--- config.mk ---
export PLATFORM = sky130hd
export DESIGN_NAME = sad_disparity_scheduler_flat
export DESIGN_NICKNAME = d
export VERILOG_FILES = /design/src/rtl/sad_disparity_scheduler_if.sv /design/src/rtl/sad_disparity_scheduler.sv /design/src/flat_wrapper.sv
export SDC_FILE = /design/constraint.sdc
export NUM_CORES = 1
export LEC_CHECK = 0
export BUFFER_PORTS_ARGS = -buffer_cell sky130_fd_sc_hd__buf_2
export CAP_MARGIN = 25
export CORE_MARGIN = 10
export CORE_UTILIZATION = 48
export CTS_CLUSTER_SIZE = 40
export DETAILED_ROUTE_END_ITERATION = 10
export PLACE_DENSITY = 0.69
export SYNTH_ARGS = -nofsm -noshare
export SYNTH_HDL_FRONTEND = slang
export SYNTH_SLANG_ARGS = --single-unit
--- constraint.sdc ---
create_clock -name clk_in -period 6.49 [get_ports clk_in]
set_input_delay 0.649 -clock clk_in [delete_from_list [all_inputs] [get_ports clk_in]]
set_output_delay 0.649 -clock clk_in [all_outputs]
set_load 0.005 [all_outputs]
--- src/rtl/sad_disparity_scheduler_if.sv ---
// Column-fetch, SAD-result and search-control signals of the disparity scheduler.
// The scheduler uses the master modport; the surrounding datapath uses the slave modport.
interface sad_disparity_scheduler_if #(
    parameter int X_WIDTH    = 10,
    parameter int SAD_WIDTH  = 12,
    parameter int DISP_WIDTH = 6
);
    logic                  start_in;
    logic [X_WIDTH-1:0]    x_in;
    logic                  busy_out;
    logic                  sad_clear_out;
    logic                  col_req_out;
    logic [X_WIDTH-1:0]    col_left_x_out;
    logic [X_WIDTH-1:0]    col_right_x_out;
    logic                  col_ack_in;
    logic [SAD_WIDTH-1:0]  sad_result_in;
    logic                  sad_result_valid_in;
    logic [DISP_WIDTH-1:0] disp_out;
    logic [SAD_WIDTH-1:0]  min_sad_out;
    logic                  disp_valid_out;

    modport master (
        input  start_in, x_in, col_ack_in, sad_result_in, sad_result_valid_in,
        output busy_out, sad_clear_out, col_req_out, col_left_x_out, col_right_x_out,
               disp_out, min_sad_out, disp_valid_out
    );

    modport slave (
        output start_in, x_in, col_ack_in, sad_result_in, sad_result_valid_in,
        input  busy_out, sad_clear_out, col_req_out, col_left_x_out, col_right_x_out,
               disp_out, min_sad_out, disp_valid_out
    );
endinterface

--- src/rtl/sad_disparity_scheduler.sv ---
// Drives one 3x3 SAD unit through a disparity search and reports the best-matching disparity.
// Define SAD_EARLY_EXIT_EN to end the search as soon as a zero SAD becomes the new best.
//
// state       | meaning
// ST_IDLE     | waiting for start_in
// ST_CLEAR    | one-cycle clear of the SAD window cache
// ST_FETCH    | three left/right column transfers for candidate d
// ST_WAIT_SAD | waiting for the SAD result of candidate d
// ST_DONE     | publish best disparity and minimum SAD
module sad_disparity_scheduler #(
    parameter int MAX_DISP   = 16,
    parameter int IMG_WIDTH  = 320,
    parameter int X_WIDTH    = 10,
    parameter int SAD_WIDTH  = 12,
    parameter int DISP_WIDTH = 6
) (
    input logic clk_in,
    input logic rst_in,
    sad_disparity_scheduler_if.master bus
);
    localparam int XS = X_WIDTH + 2;
    localparam logic signed [XS-1:0] XS_ONE  = XS'(1);
    localparam logic signed [XS-1:0] IMG_MAX = XS'(IMG_WIDTH - 1);

    typedef enum logic [2:0] {
        ST_IDLE,
        ST_CLEAR,
        ST_FETCH,
        ST_WAIT_SAD,
        ST_DONE
    } state_t;

    state_t                state_q;
    logic [X_WIDTH-1:0]    x_q;
    logic [X_WIDTH-1:0]    left_q, right_q;
    logic [X_WIDTH-1:0]    left_d, right_d;
    logic [DISP_WIDTH-1:0] d_q, d_max_q, best_d_q, disp_q;
    logic [1:0]            k_q, k_d;
    logic [SAD_WIDTH-1:0]  best_sad_q, min_sad_q;
    logic                  sad_clear_q, col_req_q, disp_valid_q;
    logic                  sad_better, last_cand;
    logic signed [XS-1:0]  left_s, right_s;

    function automatic logic [X_WIDTH-1:0] clamp_x(input logic signed [XS-1:0] v);
        if (v[XS-1]) begin
            return '0;
        end else if (v > IMG_MAX) begin
            return X_WIDTH'(IMG_WIDTH - 1);
        end
        return v[X_WIDTH-1:0];
    endfunction

    // Address for the tap loaded at the next edge: k=0 when leaving CLEAR, k+1 inside FETCH.
    always_comb begin
        k_d        = (state_q == ST_FETCH) ? k_q + 2'd1 : 2'd0;
        left_s     = $signed({2'b00, x_q}) + $signed({{(XS-2){1'b0}}, k_d}) - XS_ONE;
        right_s    = left_s - $signed({{(XS-DISP_WIDTH){1'b0}}, d_q});
        left_d     = clamp_x(left_s);
        right_d    = clamp_x(right_s);
        sad_better = bus.sad_result_in < best_sad_q;
`ifdef SAD_EARLY_EXIT_EN
        last_cand  = (d_q == d_max_q) || (sad_better && (bus.sad_result_in == '0));
`else
        last_cand  = (d_q == d_max_q);
`endif
    end

    always_ff @(posedge clk_in) begin
        if (rst_in) begin
            state_q      <= ST_IDLE;
            x_q          <= '0;
            d_q          <= '0;
            d_max_q      <= '0;
            k_q          <= '0;
            best_sad_q   <= '1;
            best_d_q     <= '0;
            left_q       <= '0;
            right_q      <= '0;
            sad_clear_q  <= 1'b0;
            col_req_q    <= 1'b0;
            disp_q       <= '0;
            min_sad_q    <= '0;
            disp_valid_q <= 1'b0;
        end else begin
            sad_clear_q  <= 1'b0;
            disp_valid_q <= 1'b0;
            case (state_q)
                ST_IDLE: begin
                    if (bus.start_in) begin
                        x_q <= bus.x_in;
                        if (bus.x_in > X_WIDTH'(MAX_DISP - 1)) begin
                            d_max_q <= DISP_WIDTH'(MAX_DISP - 1);
                        end else begin
                            d_max_q <= bus.x_in[DISP_WIDTH-1:0];
                        end
                        d_q         <= '0;
                        best_sad_q  <= '1;
                        best_d_q    <= '0;
                        sad_clear_q <= 1'b1;
                        state_q     <= ST_CLEAR;
                    end
                end
                ST_CLEAR: begin
                    k_q       <= '0;
                    col_req_q <= 1'b1;
                    left_q    <= left_d;
                    right_q   <= right_d;
                    state_q   <= ST_FETCH;
                end
                ST_FETCH: begin
                    if (bus.col_ack_in) begin
                        if (k_q == 2'd2) begin
                            col_req_q <= 1'b0;
                            state_q   <= ST_WAIT_SAD;
                        end else begin
                            k_q     <= k_d;
                            left_q  <= left_d;
                            right_q <= right_d;
                        end
                    end
                end
                ST_WAIT_SAD: begin
                    if (bus.sad_result_valid_in) begin
                        if (sad_better) begin
                            best_sad_q <= bus.sad_result_in;
                            best_d_q   <= d_q;
                        end
                        if (last_cand) begin
                            state_q <= ST_DONE;
                        end else begin
                            d_q         <= d_q + DISP_WIDTH'(1);
                            sad_clear_q <= 1'b1;
                            state_q     <= ST_CLEAR;
                        end
                    end
                end
                ST_DONE: begin
                    disp_q       <= best_d_q;
                    min_sad_q    <= best_sad_q;
                    disp_valid_q <= 1'b1;
                    state_q      <= ST_IDLE;
                end
                default: state_q <= ST_IDLE;
            endcase
        end
    end

    assign bus.busy_out        = (state_q != ST_IDLE);
    assign bus.sad_clear_out   = sad_clear_q;
    assign bus.col_req_out     = col_req_q;
    assign bus.col_left_x_out  = left_q;
    assign bus.col_right_x_out = right_q;
    assign bus.disp_out        = disp_q;
    assign bus.min_sad_out     = min_sad_q;
    assign bus.disp_valid_out  = disp_valid_q;
endmodule

--- src/flat_wrapper.sv ---
// flat-port wrapper written by rule: the top's interface ports become plain ports
module sad_disparity_scheduler_flat 
#(
    parameter int MAX_DISP   = 16,
    parameter int IMG_WIDTH  = 320,
    parameter int X_WIDTH    = 10,
    parameter int SAD_WIDTH  = 12,
    parameter int DISP_WIDTH = 6
)
  (clk_in, rst_in, bus_start_in, bus_x_in, bus_col_ack_in, bus_sad_result_in, bus_sad_result_valid_in, bus_busy_out, bus_sad_clear_out, bus_col_req_out, bus_col_left_x_out, bus_col_right_x_out, bus_disp_out, bus_min_sad_out, bus_disp_valid_out);
  sad_disparity_scheduler_if #(.X_WIDTH(X_WIDTH), .SAD_WIDTH(SAD_WIDTH), .DISP_WIDTH(DISP_WIDTH)) bus_i ();
  input logic clk_in;
  input logic rst_in;
  input wire logic [$bits(bus_i.start_in)-1:0] bus_start_in;
  input wire logic [$bits(bus_i.x_in)-1:0] bus_x_in;
  input wire logic [$bits(bus_i.col_ack_in)-1:0] bus_col_ack_in;
  input wire logic [$bits(bus_i.sad_result_in)-1:0] bus_sad_result_in;
  input wire logic [$bits(bus_i.sad_result_valid_in)-1:0] bus_sad_result_valid_in;
  output wire logic [$bits(bus_i.busy_out)-1:0] bus_busy_out;
  output wire logic [$bits(bus_i.sad_clear_out)-1:0] bus_sad_clear_out;
  output wire logic [$bits(bus_i.col_req_out)-1:0] bus_col_req_out;
  output wire logic [$bits(bus_i.col_left_x_out)-1:0] bus_col_left_x_out;
  output wire logic [$bits(bus_i.col_right_x_out)-1:0] bus_col_right_x_out;
  output wire logic [$bits(bus_i.disp_out)-1:0] bus_disp_out;
  output wire logic [$bits(bus_i.min_sad_out)-1:0] bus_min_sad_out;
  output wire logic [$bits(bus_i.disp_valid_out)-1:0] bus_disp_valid_out;
  assign bus_i.start_in = bus_start_in;
  assign bus_i.x_in = bus_x_in;
  assign bus_i.col_ack_in = bus_col_ack_in;
  assign bus_i.sad_result_in = bus_sad_result_in;
  assign bus_i.sad_result_valid_in = bus_sad_result_valid_in;
  assign bus_busy_out = bus_i.busy_out;
  assign bus_sad_clear_out = bus_i.sad_clear_out;
  assign bus_col_req_out = bus_i.col_req_out;
  assign bus_col_left_x_out = bus_i.col_left_x_out;
  assign bus_col_right_x_out = bus_i.col_right_x_out;
  assign bus_disp_out = bus_i.disp_out;
  assign bus_min_sad_out = bus_i.min_sad_out;
  assign bus_disp_valid_out = bus_i.disp_valid_out;
  sad_disparity_scheduler #(.MAX_DISP(MAX_DISP), .IMG_WIDTH(IMG_WIDTH), .X_WIDTH(X_WIDTH), .SAD_WIDTH(SAD_WIDTH), .DISP_WIDTH(DISP_WIDTH)) u_core (.clk_in(clk_in), .rst_in(rst_in), .bus(bus_i));
endmodule
# After elaboration in Yosys (flattened, before gate mapping)
# Index checks and enable logic that the tools add are counted.
[word_totals] register_bits=86 in_bits=27 out_inout_bits=42 word_cells=92
[classes] addsub=5 magnitude_cmp=4 eq_ne=13 mux=46 reduce_logical=10
[op_table] op="10-bit two-way mux" count=10
[op_table] op="10-bit case mux with 2 select lines" count=2
[op_table] op="12-bit two-way mux" count=3
[op_table] op="6-bit two-way mux" count=6
[op_table] op="12-bit by 10-bit > comparator with 1-bit output, second input constant" count=2
[op_table] op="12-bit case mux with 2 select lines" count=1
[op_table] op="6-bit case mux with 2 select lines" count=2
[op_table] op="3-bit two-way mux" count=5
[op_table] op="12-bit < comparator" count=1
[op_table] op="2-bit inequality test, second input constant" count=6
[op_table] op="3-bit case mux with 4 select lines" count=1
[op_table] op="4-bit AND reduction" count=3
[op_table] op="12-bit by 2-bit subtractor with 12-bit output, second input constant" count=1
[op_table] op="12-bit by 7-bit subtractor with 12-bit output" count=1
[op_table] op="10-bit by 2-bit adder with 11-bit output" count=1
[op_table] op="10-bit by 4-bit > comparator with 1-bit output, second input constant" count=1
[op_table] op="1-bit two-way mux" count=10
[op_table] op="6-bit by 1-bit adder with 6-bit output, second input constant" count=1
[op_table] op="3-bit by 2-bit == test with 1-bit output, second input constant" count=2
[op_table] op="6-bit == test" count=1
[op_table] op="2-bit two-way mux" count=3
[op_table] op="3-bit AND reduction" count=2
[op_table] op="1-bit case mux with 2 select lines" count=2
[op_table] op="2-bit case mux with 2 select lines" count=1
[op_table] op="other kinds (9)" count=10

# Longest topological paths before layout
[logic_depth] word_depth=12 depth_mapped=21 ltp_nobuf=20

# Worst setup path after synthesis
# OpenSTA, ideal clock, no wires.
[synth_path] path_type="register to register" from="register u_core.k_q[0]" to="register u_core.right_q[2] (netlist: u_core.bus.col_right_x_out[2])" setup_ps=131 arrival_time_ps=4237 required_ps=6359 slack_ps=2122 path_stages_with_launch=18 n_path_buf=0 synth_period_minus_slack_ps=4368 cell_sequence="dfxtp_1 inv_1 ha_1 nor3_1 fa_1 or4_4 o2bb2ai_4 xnor2_1 o22ai_1 xor2_1 ha_1 o41ai_1 inv_1 nor2_1 a221oi_1 a211o_1 a21oi_4 a211oi_1"
[synth_via] elab_chain_len=12 word_cells_on_any_way=16 cone_classes="add/sub (4); order compare (1); eq/ne (2); mux (8); reduce/logical (1)"
[synth_lines] element="start: declaration" line_no="sad_disparity_scheduler.sv:38" rtl="logic [1:0] k_q, k_d;"
[synth_lines] element="start signal: assignment" line_no="sad_disparity_scheduler.sv:116" rtl="k_q <= k_d;"
[synth_lines] element="2-bit by 1-bit adder with 2-bit output" line_no="sad_disparity_scheduler.sv:55" rtl="k_d = (state_q == ST_FETCH) ? k_q + 2'd1 : 2'd0;"
[synth_lines] element="2-bit two-way mux" line_no="sad_disparity_scheduler.sv:55"
[synth_lines] element="10-bit by 2-bit adder with 11-bit output" line_no="sad_disparity_scheduler.sv:56" rtl="left_s = $signed({2'b00, x_q}) + $signed({{(XS-2){1'b0}}, k_d}) - XS_ONE;"
[synth_lines] element="12-bit by 2-bit subtractor with 12-bit output" line_no="sad_disparity_scheduler.sv:56"
[synth_lines] element="12-bit by 7-bit subtractor with 12-bit output" line_no="sad_disparity_scheduler.sv:57" rtl="right_s = left_s - $signed({{(XS-DISP_WIDTH){1'b0}}, d_q});"
[synth_lines] element="12-bit by 10-bit > comparator with 1-bit output" line_no="sad_disparity_scheduler.sv:47" rtl="end else if (v > IMG_MAX) begin"
[synth_lines] element="1-bit two-way mux" line_no="sad_disparity_scheduler.sv:47"
[synth_lines] element="1-bit two-way mux" line_no="sad_disparity_scheduler.sv:45" rtl="if (v[XS-1]) begin"
[synth_lines] element="10-bit two-way mux" line_no="sad_disparity_scheduler.sv:50" rtl="return v[X_WIDTH-1:0];"
[synth_lines] element="10-bit two-way mux" line_no="sad_disparity_scheduler.sv:112" rtl="if (k_q == 2'd2) begin"
[synth_lines] element="10-bit two-way mux" line_no="sad_disparity_scheduler.sv:111" rtl="if (bus.col_ack_in) begin"
[synth_lines] element="10-bit case mux with 2 select lines" line_no="sad_disparity_scheduler.sv:87" rtl="case (state_q)"
[synth_lines] element="end signal: assignment" line_no="sad_disparity_scheduler.sv:107" rtl="right_q <= right_d;"
[synth_lines] element="end signal: assignment" line_no="sad_disparity_scheduler.sv:118" rtl="right_q <= right_d;"
[synth_lines] element="end: declaration" line_no="sad_disparity_scheduler.sv:35" rtl="logic [X_WIDTH-1:0] left_q, right_q;"
# Several ways; a longest one is shown, not always the timed one. The select of a mux whose other input is x is not followed.
# A chain may end at the register's enable or synchronous reset.

# Final worst setup path
[layout_path] from="register u_core.k_q[0]" to="register u_core.right_q[4] (netlist: u_core.bus.col_right_x_out[4])"
# The elaborated chain is that of the path after synthesis.

==> impl_results.md <==
- Max_slew headroom: 31.9%
- Routed Antenna Nets: 0
- Crit-path leading delay family: compound AO/OA/AOI/OAI gates
- Syn nets: around 620
- Clock buffer depth: 2
- Worst slew pin tran: 1020 ps
- Cells after Synth: 572
- Power density over the cells: 275 nW/um2
- Critical Path AT: 5090 ps
- Vias/cell: 5.33
- Port Buf Inserts: between 60 and 70
- Comb power frac: ~30%
- Number of global-route vias before repair: about 4000
- EDFF count, synth: 0
- First-pass GRT wire length: between 15 and 20 mm
- CTS tree: built
- Io pins: between 60 and 70
- Required @ worst endpoint: about 6700 ps
- Worst Reg-to-Reg Cells: 17
- H-tree Lvls: 3
- Clock skew: around 13 ps
- Worst Hold Endpoint: u_core.d_max_q[5]
- Diode count: 0
- Hold Violations, Final: 0
- Drt wl/cell: 14.5 um
- CTS Sinks: 86
- CP max FO: 9
- MaxCap Viol Count: 0
- P_sw: roughly 0.00047 W
- Slowest stage cell, crit path: fa_1
- Post-synthesis sequential area ratio: a little under two fifths
- Largest net degree at the start of global routing: between 70 and 80
- Area share of the largest cell type after synthesis: between 30% and 40%
- Detailed Route Iter0 Violations: around 260
- Clock latency on the worst-skew pair: about 360 ps
- Fraction of registers with async set/reset: 0%
- Clock Power Share: a little under 30%
- Routed WL: roughly 11 mm
- Lkg Pwr: around 2.4 nW
- WS Path Type: flop to flop
- Final HPWL DP: just over 8 mm
- DIE AREA: 14100 um2
- Sw Share: between 30% and 40%
- Grt ovf: 0
- CTS resizes: 0
- Slew Limit Fails: 0
- Worst IR Drop VDD: around 0.13 mV
- Number of warnings issued by yosys: 0
- Fin nets: around 670
- Core area: about 9400 um2
- Area grow syn2layout: 12.8%
- Final Wtd Congestion: approximately 0.94
- Synth area leader: dfxtp_1
- Ys flop type: dfxtp_1
- FMAX: 206 MHz
- DRT Pass-1 Iters: 5
- Part of the cycle the worst path needs: approximately 75%
- Post-CTS Setup Bufs: 0
- Post-Place Cells: 740
- Slowest stage delay, CP: 550 ps
- Worst r2r src: u_core.k_q[0]
- Yosys cell types: between 50 and 60
- Core Rows: 35
- Run status: finished, final reports clean
- Chip Width: ~120 um
- Total Neg Setup Slack: 0 ps
- Hold Buf Count CTS: 0
- Commonest cells post-synth: dfxtp_1, nand2_1, nor2_1, a21oi_1, inv_1
- Filler Cells Inserted: 910
- Count leader, synth: dfxtp_1
- Drt drc: 0
- Placed Area: just over 5000 um2
- GR Util All Layers: ~15%
- Mapped Area: approximately 4700 um2
- Die Height: around 120 um
- HP Class: flop to flop
- Routed vias: about 4000
- Clock transition at path regs: 90 ps
- Pwr Total: 0.00145 W
- Tmin final: a little under 5000 ps
- Share of layout cells above drive strength 1: ~15%
- Reg power frac: about two fifths
- WP buf/inv: 2
- Largest cells by area after synthesis: dfxtp_1, nand2_1, ha_1
- Cts bufs inserted: 9
- Clk Tree Root Cell: clkbuf_8
- Initial antenna violation count: 0
- FF+latch count, synth: 86
- Syn Area/Cell: 8.19 um2
- Hold Crit Depth: 2
- Design area: 5280 um2
- RSZ-0062 raised after global routing: false
- Final std cells w/o fill: around 760
- CP Cell Sequence: inv_1, ha_1, nor3_1, fa_1, or4_4, o2bb2ai_4, xnor2_1, o22ai_1, xor2_1, ha_1, o41ai_1, inv_1, nor2_1, a221oi_1, a211o_1, a21oi_4, a211oi_1
- Worst setup EP type: flop
- Internal cell power: around 0.00098 W
- Initial Util: 50.0%
- Setup violators final: 0
- FF-to-FF End: u_core.bus.col_right_x_out[4]
- Hold path start: u_core.d_max_q[5]
- R2R setup slack: 1640 ps
- Crit start category: flop
==> routing by layer <==
| metal | vias to the layer above | share of wire [%] | global-route usage [%] |
|---|---|---|---|
| li1 | 2050 | - | - |
| met1 | 1855 | 49 | 20.6 |
| met2 | 108 | 44 | 24.1 |
| met3 | 13 | 5.7 | 3.47 |
| met4 | 0 | 1.6 | 5.34 |
| met5 | - | 0 | 0 |
==> layout make-up <==
type	instances	area [um2]	share of cell area (%)
inverter	33	124	2.35
clock buffer	10	138	2.61
clock inverter	6	91.3	1.73
timing repair buffer	70	355	6.73
tap	129	161	3.06
sequential	86	1720	32.6
multi-input combinational	422	2690	50.9
==> cells in the final DEF (no fill, tap or decap), drive strengths merged, types with 9 or more instances in the layout <==
cell type / instances
xnor2: 22
buf: 70
nand2b: 17
inv: 35
xor2: 10
mux2i: 21
ha: 23
nand3: 13
clkbuf: 10
a211oi: 10
nor2: 74
and2: 10
a21oi: 44
dfxtp: 86
o21ai: 11
nor3: 9
nand2: 81
==> worst min-delay path, delay by kind of cell (launching register included) <==
| family | cells | cell delay [ps] |
|---|---|---|
| flip-flops | 1 | 330 |
| AND/OR/NAND/NOR | 1 | 30 |
| buffers and inverters | 1 | 50 |
==> per-stage QoR <==
stage          hold slack, ps  util, %  setup slack, ps
6_report                  442     56.4             1640
5_1_grt                   474     56.4             1300
4_1_cts                   443     56.4             1640
3_5_place_dp              429     53.9             1650
3_3_place_gp              428     53.9             1840
2_1_floorplan             420        -             2120
==> flip-flops by register name (all words and copies together) (netlist names) <==
register and flops:
u_core.bus.col_req_out 1, u_core.bus.min_sad_out 12, u_core.best_d_q 6, u_core.bus.sad_clear_out 1, u_core.x_q 10, u_core.best_sad_q 12
u_core.d_q 6, u_core.bus.disp_valid_out 1, u_core.k_q 2, u_core.d_max_q 6, u_core.state_q 3, u_core.bus.col_left_x_out 10
u_core.bus.col_right_x_out 10, u_core.bus.disp_out 6
==> how the worst max path moves through the flow <==
stage	cells after the start	slack [ps]	endpoint	startpoint
global placement	17	1840	u_core.bus.col_right_x_out[3]	u_core.k_q[0]
detailed placement	17	1650	u_core.bus.col_right_x_out[4]	u_core.k_q[0]
finish	17	1640	u_core.bus.col_right_x_out[4]	u_core.k_q[0]
global route	17	1300	u_core.bus.col_right_x_out[3]	u_core.k_q[0]
CTS	17	1640	u_core.bus.col_right_x_out[4]	u_core.k_q[0]
floorplan	17	2120	u_core.bus.col_right_x_out[2]	u_core.k_q[0]
==> power by group through the flow <==
stage	sequential [W]	combinational [W]	clock (W)
2_1_floorplan	0.000592	0.000338	0
3_3_place_gp	0.000601	0.000422	0
3_5_place_dp	0.000603	0.000432	0
4_1_cts	0.000590	0.000433	0.000443
5_1_grt	0.000596	0.000478	0.000465
6_report	0.000590	0.000431	0.000429
==> logic make-up (layout without fill, tap and decap cells) <==
family	after synthesis	in the layout	synth area share, %
and+or+nand+nor	230	230	22.5
xor gates and xnor gates	32	32	6.14
DFF	86	86	36.8
AOI/OAI and AO/OA	114	114	17.3
buffers and inverters	64	119	5.80
muxes	21	21	4.49
adders and majority gates	25	25	7.00
(Power assumes the default switching activity.)
